--- src/rtl/wb_pkg.sv ---
// Shared types and widths for the writeback stage and its load-response queue.
package wb_pkg;

    localparam int REG_W   = 32;
    localparam int RADDR_W = 5;

    typedef enum logic [2:0] {
        LB  = 3'b000,
        LH  = 3'b001,
        LW  = 3'b010,
        LBU = 3'b100,
        LHU = 3'b101
    } load_funct3_e;

    // funct3 is kept as raw bits so that unlisted encodings survive until extension
    typedef struct packed {
        logic [RADDR_W-1:0] rd;
        logic [REG_W-1:0]   data;
        logic [2:0]         funct3;
        logic [1:0]         byte_off;
    } lq_entry_t;

endpackage

--- src/rtl/wb_load_queue.sv ---
// Small FIFO of load responses waiting for a register-file write slot.
module wb_load_queue
    import wb_pkg::*;
#(
    parameter int DEPTH = 4
) (
    input  logic                           clk,
    input  logic                           rst_n,
    input  logic                           push,
    input  lq_entry_t                      push_entry,
    input  logic                           pop,
    output lq_entry_t                      head,
    output logic                           full,
    output logic                           empty,
    output logic [$clog2(DEPTH):0]         count
);

    localparam int AW = $clog2(DEPTH);
    localparam int CW = AW + 1;

    lq_entry_t         mem [DEPTH];
    logic [AW-1:0]     wr_ptr;
    logic [AW-1:0]     rd_ptr;

    // Storage holds data only; validity is tracked by the pointers and count.
    always_ff @(posedge clk) begin
        if (push) begin
            mem[wr_ptr] <= push_entry;
        end
    end

    // DEPTH is a power of two, so the pointers wrap naturally.
    always_ff @(posedge clk or negedge rst_n) begin
        if (!rst_n) begin
            wr_ptr <= '0;
            rd_ptr <= '0;
            count  <= '0;
        end else begin
            if (push) wr_ptr <= wr_ptr + AW'(1);
            if (pop)  rd_ptr <= rd_ptr + AW'(1);
            case ({push, pop})
                2'b10:   count <= count + CW'(1);
                2'b01:   count <= count - CW'(1);
                default: count <= count;
            endcase
        end
    end

    assign head  = mem[rd_ptr];
    assign full  = (count == CW'(DEPTH));
    assign empty = (count == '0);

endmodule

--- src/rtl/writeback_unit.sv ---
// Final pipeline stage: arbitrates ALU results and queued load responses onto the register-file write port.
// Optional macro WB_FORWARD_EN adds a write-to-read bypass for the two decode read ports.
module writeback_unit
    import wb_pkg::*;
#(
    parameter int LQ_DEPTH = 4
) (
    input  logic               clk,
    input  logic               rst_n,
    input  logic               alu_valid,
    output logic               alu_ready,
    input  logic [RADDR_W-1:0] alu_rd,
    input  logic [REG_W-1:0]   alu_result,
    input  logic               lsu_valid,
    output logic               lsu_ready,
    input  logic [RADDR_W-1:0] lsu_rd,
    input  logic [REG_W-1:0]   lsu_data,
    input  logic [2:0]         lsu_funct3,
    input  logic [1:0]         lsu_byte_off,
    input  logic               ld_issue_valid,
    input  logic [RADDR_W-1:0] ld_issue_rd,
    output logic [REG_W-1:0]   rd_pending,
`ifdef WB_FORWARD_EN
    input  logic [RADDR_W-1:0] read_a_ptr,
    input  logic [RADDR_W-1:0] read_b_ptr,
    input  logic [REG_W-1:0]   rf_a,
    input  logic [REG_W-1:0]   rf_b,
    output logic [REG_W-1:0]   fwd_a,
    output logic [REG_W-1:0]   fwd_b,
`endif
    output logic               write_en,
    output logic [RADDR_W-1:0] write_ptr,
    output logic [REG_W-1:0]   write_data
);

    localparam int CW = $clog2(LQ_DEPTH) + 1;
    localparam logic [CW-1:0] LQ_HI_WATER = CW'(LQ_DEPTH - 1);

    function automatic logic [REG_W-1:0] extend_load(
        input logic [REG_W-1:0] word,
        input logic [2:0]       funct3,
        input logic [1:0]       byte_off
    );
        logic signed [7:0]  lane_b;
        logic signed [15:0] lane_h;
        lane_b = word[{byte_off, 3'b000} +: 8];
        lane_h = byte_off[1] ? word[31:16] : word[15:0];
        case (funct3)
            LB:      return 32'(lane_b);
            LH:      return 32'(lane_h);
            LBU:     return {24'b0, lane_b};
            LHU:     return {16'b0, lane_h};
            default: return word;
        endcase
    endfunction

    lq_entry_t           lq_in;
    lq_entry_t           lq_head;
    logic                lq_full;
    logic                lq_empty;
    logic [CW-1:0]       lq_count;
    logic                lq_push;
    logic                lq_pop;
    logic                alu_take;
    logic                win_vld;
    logic [RADDR_W-1:0]  win_rd;
    logic [REG_W-1:0]    win_val;
    logic [REG_W-1:0]    pend_set;
    logic [REG_W-1:0]    pend_clr;

    assign lq_in = '{rd: lsu_rd, data: lsu_data, funct3: lsu_funct3, byte_off: lsu_byte_off};

    wb_load_queue #(
        .DEPTH      (LQ_DEPTH)
    ) u_lq (
        .clk        (clk),
        .rst_n      (rst_n),
        .push       (lq_push),
        .push_entry (lq_in),
        .pop        (lq_pop),
        .head       (lq_head),
        .full       (lq_full),
        .empty      (lq_empty),
        .count      (lq_count)
    );

    // Loads take the port when the ALU is idle or the queue is close to overflowing.
    assign lq_pop    = !lq_empty && ((lq_count >= LQ_HI_WATER) || !alu_valid);
    assign alu_ready = !lq_pop;
    assign alu_take  = alu_valid && alu_ready;
    assign lsu_ready = !lq_full;
    assign lq_push   = lsu_valid && lsu_ready;

    always_comb begin
        win_vld = 1'b0;
        win_rd  = '0;
        win_val = '0;
        if (lq_pop) begin
            win_vld = 1'b1;
            win_rd  = lq_head.rd;
            win_val = extend_load(lq_head.data, lq_head.funct3, lq_head.byte_off);
        end else if (alu_take) begin
            win_vld = 1'b1;
            win_rd  = alu_rd;
            win_val = alu_result;
        end
    end

    // Write port stage: an x0 destination is consumed without a write.
    always_ff @(posedge clk or negedge rst_n) begin
        if (!rst_n) begin
            write_en   <= 1'b0;
            write_ptr  <= '0;
            write_data <= '0;
        end else begin
            write_en <= win_vld && (win_rd != '0);
            if (win_vld && (win_rd != '0)) begin
                write_ptr  <= win_rd;
                write_data <= win_val;
            end
        end
    end

    // A new issue to the same rd outranks the retiring load, so set is applied after clear.
    assign pend_set = ld_issue_valid ? (REG_W'(1) << ld_issue_rd) : '0;
    assign pend_clr = lq_pop ? (REG_W'(1) << lq_head.rd) : '0;

    always_ff @(posedge clk or negedge rst_n) begin
        if (!rst_n) begin
            rd_pending <= '0;
        end else begin
            rd_pending <= ((rd_pending & ~pend_clr) | pend_set) & ~REG_W'(1);
        end
    end

`ifdef WB_FORWARD_EN
    assign fwd_a = (write_en && (write_ptr == read_a_ptr) && (read_a_ptr != '0)) ? write_data : rf_a;
    assign fwd_b = (write_en && (write_ptr == read_b_ptr) && (read_b_ptr != '0)) ? write_data : rf_b;
`endif

endmodule

--- config.mk ---
export PLATFORM = sky130hd
export DESIGN_NAME = writeback_unit
export DESIGN_NICKNAME = d
export VERILOG_FILES = /design/src/rtl/wb_pkg.sv /design/src/rtl/wb_load_queue.sv /design/src/rtl/writeback_unit.sv
export SDC_FILE = /design/constraint.sdc
export NUM_CORES = 1
export LEC_CHECK = 0
export ABC_AREA = 1
export CAP_MARGIN = 20
export CORE_ASPECT_RATIO = 1.5
export CORE_MARGIN = 3
export CORE_UTILIZATION = 56
export CTS_BUF_LIST = sky130_fd_sc_hd__clkbuf_4
export CTS_CLUSTER_SIZE = 30
export DETAILED_ROUTE_END_ITERATION = 6
export PLACE_DENSITY = 0.9
export RECOVER_POWER = 25
export SLEW_MARGIN = 30
export SYNTH_ARGS = -nofsm -noshare
export SYNTH_HDL_FRONTEND = slang
export SYNTH_SLANG_ARGS = --single-unit
--- constraint.sdc ---
create_clock -name clk -period 3.4 [get_ports clk]
set_clock_uncertainty 0.2 [all_clocks]
set_input_delay 0.34 -clock clk [delete_from_list [all_inputs] [get_ports clk]]
set_output_delay 0.34 -clock clk [all_outputs]
set_load 0.02 [all_outputs]
==> reports/qor.yml <==
status: "finished clean"
max_freq_ghz: 0.328
viasPerCell: 5.61
seq_area_frac_synth_pct: 64.2
drive_gt1_share_pct: 9.02
finalHoldViolCount: 0
drv_slew: 0
syn-cell-area_mm2: 0.0108
yosysUniqueCellTypes: 32
relSlewSlack_pct: 52.4
setup_viol: 0
synth_edf_count: 168
postCtsSetupBuffers: 0
fp.dieH_um: 176
overflow: 0
fp.dieW_um: 120
grt_pass1_wl_mm: 45.0
tns_ps: 0
tightestPinTransition_ps: 714
dp_cells: 1495
htree_levels: 2
finalCoreUtilization_pct: 71.0
insertion_delay_ps: 650
ctsResizeCount: 0
ys_warn_count: 0
instances_no_fill: 1595
power_frac_seq_pct: 33.6
cts_buffers: 53
grt_pass1_vias: 8967
dr.pass1.iters: 5
grt_usage_pct: 27.0
avgSynthCellArea_um2: 9.67
cp_max_fo: 10
power.share.switching_pct: 44.3
netlist_instances: 1119
nets: 1394
drcViolationCount: 0
num_vias: 8955
coreArea_mm2: 0.0188
register_area_mm2: 0.00695
synthFlopType: "edfxtp_1"
finalWirelength_mm: 28.7
p_per_area_mw_per_mm2: 1010
die_area_mm2: 0.0211
finalHoldWorstSlack_ps: 92.7
period_share_pct: 89.6
yosys-top-cells-area: "edfxtp_1 47%, dfrtp_1 18%, nand2_1 12%, nand3_1 5.4%, nor2_1 4.6%"
wl_per_cell_um: 18.0
clockRootBuffer: "clkbuf_4"
port_buffers: 159
clk_path_buf_depth: 3
synth_nets: 1214
finalPower_w: 0.0134
comb_power_share_pct: 50.5
ys_ff_latch: 244
end_kind: "output pin"
route.antenna.remaining_nets: 0
cp.arrival_ps: 2510
start_util_pct: 57.7
rsz0062_at_grt: "no"
cts_tree: "done"
synthArstFlopShare_pct: 31.1
dr.first_iter.drc_count: 1038
dpl.hpwl_mm: 19.6
path_clk_slew_ps: 70
num_rows: 61
yosysMostFrequentCell: "nand2_1"
ir_worst_vdd_mv: 0.415
hp-class: "input port to asynchronous set/reset pin"
power.switching_w: 0.00595
maxCapViolations: 0
worstSetupPathType: "flip-flop to output pin"
min_period_ps: 3050
area_growth_pct: 23.1
grt_max_degree: 77
worstPathRequired_ps: 2860
multi_input_area_mm2: 0.00340
num-fill-cells: 1326
synth_top_cell_by_area: "edfxtp_1"
clock-sinks: 244
leakage_nw: 5.57
power_frac_clock_pct: 16.0
intPower_w: 0.00748
pin_count: 161
gp_congestion: 0.975
cp-start-kind: "flip-flop"
yosysTopAreaCellShare_pct: 46.6
antenna_found_initial: 1
synth_common_cells: "340 x nand2_1, 168 x edfxtp_1, 133 x nor2_1"
power by group through the flow:
stage	sequential, W	combinational, W	clock [W]
6_report	0.00451	0.00678	0.00214
3_3_place_gp	0.00452	0.00647	0
5_1_grt	0.00457	0.00740	0.00233
2_1_floorplan	0.00497	0.00382	0
3_5_place_dp	0.00455	0.00667	0
4_1_cts	0.00449	0.00672	0.00217
logic make-up after synthesis:
group                      after synthesis  share of synthesized area, %
and+or+nand+nor                        620                          23.7
DFF                                    244                          64.2
AOI/OAI and AO/OA                      127                          6.25
buffers and inverters                  117                          4.76
adders and majority gates                6                         0.763
xor gates and xnor gates                 4                         0.324
other                                    1                        0.0346
worst max-delay path: stages (launching register included):
cell and delay [ps]:
dfrtp_1 410, inv_1 120, nand2_1 80, a21oi_2 310, buf_4 290, clkdlybuf4s50_1 640
stage by stage:
stage / setup slack, ps / cell area (um2)
6_report: 354 / 13300
5_1_grt: 215 / 13300
4_1_cts: 352 / 13300
3_5_place_dp: 524 / 12600
3_3_place_gp: 478 / 12600
2_1_floorplan: 87.7 / 10800
placed cells by master, fill, tap and decap left out, drive strengths merged, types with 2 or more instances in the layout:
cell type,count
a21oi,52
a32o,7
buf,21
clkbuf,71
clkdlybuf4s50,122
clkinv,26
dfrtp,76
diode,2
dlygate4sd3,37
edfxtp,168
ha,5
inv,61
nand2,346
nand3,119
nand4,14
nor2,135
nor3,4
o21ai,67
xor2,3
cell type report:
type	count	area share, %
diodes	2	0.0376
clock buffers	71	4.00
clock inverters	26	0.967
inverters	62	1.75
multi-input cells	758	25.5
flip-flops and latches	244	52.1
well taps	252	2.37
repair buffers	180	13.2
layer usage:
layer / vias up / part of all wire (%) / wire, um / GRT usage (%)
li1: 4144 / - / - / -
met1: 4158 / 36 / 10400 / 31.0
met2: 547 / 51 / 14600 / 48.4
met3: 106 / 8.5 / 2430 / 5.10
met4: 0 / 4.5 / 1280 / 13.0
met5: - / 0 / 0 / 0
timing repair:
item	CTS	global route
hold buffers	1	0
hold endpoints to repair	76	0
endpoints found under the setup margin	0	0
final timing paths:
| check | to | startpoint | slack (ps) | depth (start not counted) |
|---|---|---|---|---|
| setup / recovery | alu_ready | u_lq.count[1] | 350 | 5 |
| hold / removal | rd_pending[21] | rst_n | 90 | 2 |
| setup reg to reg | write_data[21] | u_lq.rd_ptr[0] | 430 | 10 |
| hold reg to reg | write_ptr[1] | write_ptr[1] | 300 | 2 |
| max in group asynchronous | u_lq.rd_ptr[0] | rst_n | 2370 | 2 |
| min in group clk | write_data[6] | alu_result[6] | 160 | 5 |
flip-flops by register name, summed over array words and instances, names as in the netlist:
| name | cells |
|---|---|
| write_data | 32 |
| u_lq.count | 3 |
| u_lq.wr_ptr | 2 |
| write_ptr | 5 |
| u_lq.rd_ptr | 2 |
| rd_pending | 31 |
| write_en | 1 |
| u_lq.mem | 168 |
No activity file was read; power rests on OpenSTA's default activity.
